<file path="src/rtl/ksa_ctrl.sv">
// ksa_ctrl: RC4 key-scheduling sequencer that owns a single-port 256x8 S-memory.
// Define KSA_INIT_EN to include the S[k]=k fill phase; without it S must already hold the identity.
module ksa_ctrl #(
  parameter int KEY_BYTES  = 3,
  parameter int ADDR_WIDTH = 8,
  parameter int DATA_WIDTH = 8
) (
  input  logic                   clock,
  input  logic                   reset,
  input  logic                   start,
  input  logic [KEY_BYTES*8-1:0] secret_key,
  input  logic [DATA_WIDTH-1:0]  mem_q,
  output logic [ADDR_WIDTH-1:0]  mem_address,
  output logic [DATA_WIDTH-1:0]  mem_data,
  output logic                   mem_wren,
  output logic                   busy,
  output logic                   done
);

  localparam int KW = (KEY_BYTES > 1) ? $clog2(KEY_BYTES) : 1;
  localparam logic [ADDR_WIDTH-1:0] ONE = ADDR_WIDTH'(1);

  typedef enum logic [3:0] {
    IDLE, INIT, RD_I, GET_I, RD_J, GET_J, WR_I, WR_J, DONE
  } state_t;

  state_t                 state;
  logic [ADDR_WIDTH-1:0]  i;
  logic [ADDR_WIDTH-1:0]  j;
  logic [ADDR_WIDTH-1:0]  j_next;
  logic [DATA_WIDTH-1:0]  si;
  logic [KW-1:0]          kidx;
  logic [KEY_BYTES*8-1:0] key_reg;
  logic [7:0]             kbyte;

  // Byte 0 is the most significant byte of the latched key.
  always_comb begin
    kbyte = '0;
    for (int b = 0; b < KEY_BYTES; b++) begin
      if (kidx == KW'(b)) kbyte = key_reg[8*(KEY_BYTES-1-b) +: 8];
    end
  end

  assign j_next = j + ADDR_WIDTH'(mem_q) + ADDR_WIDTH'(kbyte);

  always_ff @(posedge clock or posedge reset) begin
    if (reset) begin
      state       <= IDLE;
      i           <= '0;
      j           <= '0;
      si          <= '0;
      kidx        <= '0;
      key_reg     <= '0;
      mem_address <= '0;
      mem_data    <= '0;
      mem_wren    <= 1'b0;
      busy        <= 1'b0;
      done        <= 1'b0;
    end else begin
      case (state)
        IDLE, DONE: begin
          if (start) begin
            key_reg     <= secret_key;
            i           <= '0;
            j           <= '0;
            kidx        <= '0;
            done        <= 1'b0;
            busy        <= 1'b1;
            mem_address <= '0;
            mem_data    <= '0;
`ifdef KSA_INIT_EN
            state       <= INIT;
            mem_wren    <= 1'b1;
`else
            state       <= RD_I;
            mem_wren    <= 1'b0;
`endif
          end
        end
        INIT: begin
          if (i == '1) begin
            state       <= RD_I;
            i           <= '0;
            j           <= '0;
            mem_address <= '0;
            mem_wren    <= 1'b0;
          end else begin
            i           <= i + ONE;
            mem_address <= i + ONE;
            mem_data    <= DATA_WIDTH'(i + ONE);
          end
        end
        RD_I: state <= GET_I;
        // Present the new j straight away so S[j] is read in the next cycle.
        GET_I: begin
          si          <= mem_q;
          j           <= j_next;
          mem_address <= j_next;
          state       <= RD_J;
        end
        RD_J: state <= GET_J;
        GET_J: begin
          mem_address <= i;
          mem_data    <= mem_q;
          mem_wren    <= 1'b1;
          state       <= WR_I;
        end
        WR_I: begin
          mem_address <= j;
          mem_data    <= si;
          state       <= WR_J;
        end
        WR_J: begin
          mem_wren <= 1'b0;
          if (i == '1) begin
            state <= DONE;
            busy  <= 1'b0;
            done  <= 1'b1;
          end else begin
            i           <= i + ONE;
            mem_address <= i + ONE;
            kidx        <= (kidx == KW'(KEY_BYTES-1)) ? '0 : kidx + KW'(1);
            state       <= RD_I;
          end
        end
        default: state <= IDLE;
      endcase
    end
  end

endmodule

</file>
<file path="config.mk">
export PLATFORM = sky130hd
export DESIGN_NAME = ksa_ctrl
export DESIGN_NICKNAME = d
export VERILOG_FILES = /design/src/rtl/ksa_ctrl.sv
export SDC_FILE = /design/constraint.sdc
export NUM_CORES = 1
export LEC_CHECK = 0
export ABC_AREA = 1
export CORE_AREA = 2 2 109 90
export DETAILED_ROUTE_END_ITERATION = 8
export DIE_AREA = 0 0 111 92
export PLACE_DENSITY = 0.62
export SLEW_MARGIN = 20
export SYNTH_ARGS = -nofsm -noshare
export SYNTH_HDL_FRONTEND = slang
export SYNTH_SLANG_ARGS = --single-unit
export TNS_END_PERCENT = 30
</file>
<file path="constraint.sdc">
create_clock -name clock -period 3 [get_ports clock]
set_input_delay 0.3 -clock clock [delete_from_list [all_inputs] [get_ports clock]]
set_output_delay 0.3 -clock clock [all_outputs]
set_load 0.03 [all_outputs]
</file>
Word-level counts from Yosys, hierarchy flattened
Index checks and enable logic that the tools add are counted.
- flip-flop bits (word level): 73
- latch bits: 0
- memory bits (writable): 0
- bits in read-only memories: 0
- bits of input ports: 35
- output and inout port bits: 19
- word-level logic and storage cells: 75
- memories kept: 0
- $add $sub $neg: 4
- multipliers: 0
- div/mod/pow operators: 0
- order comparisons: 0
- equality and inequality tests: 16
- shifts and indexed selects: 0
- multiplexer cells: 26
- bitwise gates (word level): 0
- reductions and logical operators: 18
- operators by type and width (kind ; count):
    two-way mux 8 bit ; 7
    one-hot mux 8 bit (3 select lines) ; 2
    one-hot mux 8 bit (6 select lines) ; 1
    one-hot mux 4 bit (8 select lines) ; 1
    one-hot mux 8 bit (4 select lines) ; 1
    AND reduction 3 bit ; 7
    adder 8 bit ; 2
    == test 4 x 3 -> 1 bit, second input constant ; 4
    two-way mux 4 bit ; 3
    != test 2 bit, second input constant ; 5
    adder 8 x 1 -> 8 bit, second input constant ; 1
    == test 4 x 2 -> 1 bit, second input constant ; 2
    == test 8 bit, second input constant ; 1
    nonzero test 4 bit ; 2
    two-way mux 2 bit ; 3
    nonzero test 3 bit ; 2
    nonzero test 6 bit ; 1
    == test 4 x 1 -> 1 bit, second input constant ; 1
    == test 4 bit, second input constant ; 1
    logical NOT 4 bit ; 1
    two-way mux 1 bit ; 4
    one-hot mux 1 bit (2 select lines) ; 2
    one-hot mux 1 bit (4 select lines) ; 1
    one-hot mux 2 bit (2 select lines) ; 1
    7 further kinds ; 8

Longest topological paths before layout
- depth after elaboration: 6
- gate-level depth with buffers: 19
- depth with buffers taken out: 19

Least setup slack after synthesis
No wires, ideal clock.
- path kind: reg-to-reg
- start: reg kidx[1]
- end: reg mem_address[7]
- library setup time: 117 ps
- arrival: 2382 ps
- required time: 2883 ps
- slack: 501 ps
- stages on the path, launching flop included: 16
- path buffers: 0
- period minus slack after synthesis: 2499 ps
- cells stage by stage: dfrtp_1 > inv_1 > o21ai_0 > a21oi_1 > fa_1 > ha_1 > inv_1 > fa_1 > nor3_1 > nor2_1 > inv_1 > nand2_1 > nand3_1 > nand2_1 > nand2_1 > nand2_1
- word-level cells in the longest chain between the ends: 6
- elaborated cells between the ends (all ways): 8
- those cells by class: add/sub (1); eq/ne (2); mux (4); reduce/logical (1)
- RTL lines (what ; line ; source):
    start: declaration ; 32 ; logic [KW-1:0] kidx;
    start signal: assignment ; 122 ; kidx <= (kidx == KW'(KEY_BYTES-1)) ? '0 : kidx + KW'(1);
    logical NOT 2 bit ; 40 ; if (kidx == KW'(b)) kbyte = key_reg[8*(KEY_BYTES-1-b) +: 8];
    two-way mux 8 bit (2 in a row) ; 40 ;
    two-way mux 8 bit * ; 40 ;
    adder 8 bit * ; 44 ; assign j_next = j + ADDR_WIDTH'(mem_q) + ADDR_WIDTH'(kbyte);
    one-hot mux 8 bit (6 select lines) * ; 60 ; case (state)
    end signal: assignment ; 89 ; mem_address <= i + ONE;
    end signal: assignment ; 98 ; mem_address <= j_next;
    end signal: assignment ; 103 ; mem_address <= i;
    end: declaration ; 13 ; output logic [ADDR_WIDTH-1:0] mem_address,
Mark *: on every way between the ends. The rest lies on a longest branch, timed or not.
A chain may end at the register's enable or synchronous reset.

Worst setup path in the final report
- start: reg kidx[0]
- end: reg mem_address[5]
The elaborated chain is that of the path after synthesis.

==> impl_metrics.toml <==
[yosys]
syn_avg_cell_area_um2 = 7.96
yosys_most_used_dff = "dfrtp_1"
syn_nets = 554
yosys_register_bits = 73
syn-instance-count = 504
yosysWarningCount = 0
syn_area_um2 = 4010
synth_cell_type_count = 37
synth_top_area_share_pct = 45.5
ys_top_cells_by_count = "197 x nand2_1, 73 x dfrtp_1, 50 x inv_1, 33 x o21ai_0, 21 x nand3_1"
synth_edf_count = 0
synth_area_leaders = "dfrtp_1 46%, nand2_1 18%, inv_1 4.7%"
synthArstFlopShare_pct = 100
seq_area_frac_synth_pct = 45.5
synth_top_area_cell = "dfrtp_1"
yosysMostFrequentCell = "nand2_1"

[setup_path]
endpoint = "mem_address[5]"
worstSetupPathType = "flop to flop"
worstPathCellList = "inv_1 -> o21ai_0 -> a21oi_1 -> fa_1 -> ha_1 -> inv_1 -> fa_1 -> o21bai_1 -> a21oi_1 -> o21ai_0 -> nand3b_1 -> nand2_1 -> nand2_1"
cp_num_cells = 13
cpLargestDelayFamily = "adder cells"
path_max_fanout = 7
cpMaxStageDelayCell = "fa_1"
end_kind = "flop"
reg2reg_slack_ns = 0.24
start_kind = "flop"
critPathRequiredTime_ns = 3.23
path_buf_inv = 2
slowest_delay_ns = 0.50
worstReg2RegStart = "kidx[0]"
r2r_end = "mem_address[5]"
r2r_cells = 13
crit_arrival_ns = 2.98
startpoint = "kidx[0]"

[route]
vias = 3505
via_per_inst = 5.11
first_iter_violations = 226
wire_per_inst_um = 15.1
firstDrtPassIters = 4
wl_um = 10300
detail-route-antenna-nets = 0
drc = 0

[clock_tree]
cts_buffers = 9
htreeDepth = 3
cts_hold_buf = 0
cts_tree = "done"
cts_setup_buffers = 0
path_clk_slew_ns = 0.06
clkSinkCount = 73
cts_max_path_buffers = 2
cts_root_buf = "clkbuf_16"
clk_latency_ns = 0.34

[finish]
nets = 612
antenna_cells = 0
utilization_pct = 53.9
fin_area_um2 = 4980
area_growth_pct = 24.2
drive_above_1_share_pct = 11.1
largest_reg_flops = 24
num-fill-cells = 901

[sta]
setup_viol = 0
drv_slew = 0
fin_worst_skew_ns = 0.00816
clock.fmax_ghz = 0.363
fin_crit_sh_pct = 91.8
rsz0062_at_grt = "no"
max_slew.worst_pin.slew_ns = 0.643
hold_violations = 0
setup_tns_ns = 0
slew-limit-headroom_pct = 57.1
min_period_ns = 2.76
timing.hold.ws_ns = 0.372

[placement]
postPlaceCellArea_um2 = 4670
port_buffers = 53
dpl.hpwl_um = 7810
gp_congestion = 0.863

[global_routing]
grt_max_degree = 45
grt_pass1_vias = 3551
grt_pass1_wl_um = 17900
gr-usage-all-layers_pct = 22.4
antenna_found_initial = 0
gr-total-overflow = 0

[power_and_ir_drop]
p_leak_uw = 0.00247
p_per_area_nw_per_um2 = 1160
peakVddDrop_v = 0.000547

[floorplan]
io_pins = 54
start_util_pct = 43.4
core_region_area_um2 = 9250
fp.dieW_um = 111
fp-row-count = 32
die-area_um2 = 10200
die_h_um = 92

[worst_hold_path]
hp-class = "primary input to asynchronous set/reset pin"

[flow_run]
maxCapViolations = 0

[outcome]
status = "finished, final reports clean"
[worst min path at each step]
stage / from / end / slack [ns] / cells after the start
after floorplan: secret_key[0] / key_reg[0] / 0.41 / 2
after global placement: si[5] / si[5] / 0.46 / 2
after detailed placement: si[5] / si[5] / 0.46 / 2
after CTS: reset / state[1] / 0.40 / 2
after global routing: reset / si[5] / 0.46 / 2
final: reset / state[1] / 0.37 / 2
[report_power, final]
part	total, uW	switching, uW	leakage [uW]	internal [uW]
logic	3040	1950	0.00139	1090
registers	1680	289	0.000938	1390
clock network	1060	418	0.000146	639
[layout make-up]
cell class                      count  area [um^2]  area share, %
Sequential cell                    73         1830           36.7
Inverter                           61          234           4.70
Tap cell                          119          149           2.99
Clock inverter                      6         58.8           1.18
Multi-Input combinational cell    361         1920           38.5
Clock buffer                       10          229           4.60
Timing Repair Buffer               56          566           11.4
[per-layer routing]
layer	vias to the layer above	global-route usage, %	wire length [um]
li1	1730	-	-
met1	1675	32.3	5090
met2	88	33.7	4520
met3	12	5.62	583
met4	0	6.56	140
met5	-	0	0
[repair_timing]
item,in CTS,in global routing
resized for setup,0,10
endpoints found under the setup margin,0,7
hold endpoints to repair,0,0
[kinds of logic after synthesis]
family | Yosys count | synth area share (%)
adders and majority gates | 15 | 6.18
DFF | 73 | 45.5
AOI/OAI and AO/OA | 70 | 11.0
buffers and inverters | 70 | 7.14
and+or+nand+nor | 272 | 29.3
xor gates and xnor gates | 4 | 0.874
[cell usage in the layout (no fill, tap or decap), drive strengths merged]
cell	instances
bufinv	1
clkdlybuf4s50	53
a21oi	10
dfrtp	73
clkinv	5
or2	1
o22ai	6
ha	7
a311oi	1
nand2	206
o21bai	1
nor2	27
xor2	2
inv	61
fa	8
clkbuf	10
nor3	6
buf	3
o21ai	43
a31oi	2
a21o	1
o211ai	2
xnor2	2
nand3b	2
nand4	8
nand3	22
a221oi	4
[metrics by stage]
step	std cells	worst slack, ns	total power [uW]
floorplan	504	0.501	3850
global route	686	0.00309	6330
detailed placement	670	0.171	4670
finish	686	0.245	5770
global placement	670	0.203	4630
CTS	686	0.110	5750
(Power assumes the default switching activity.)
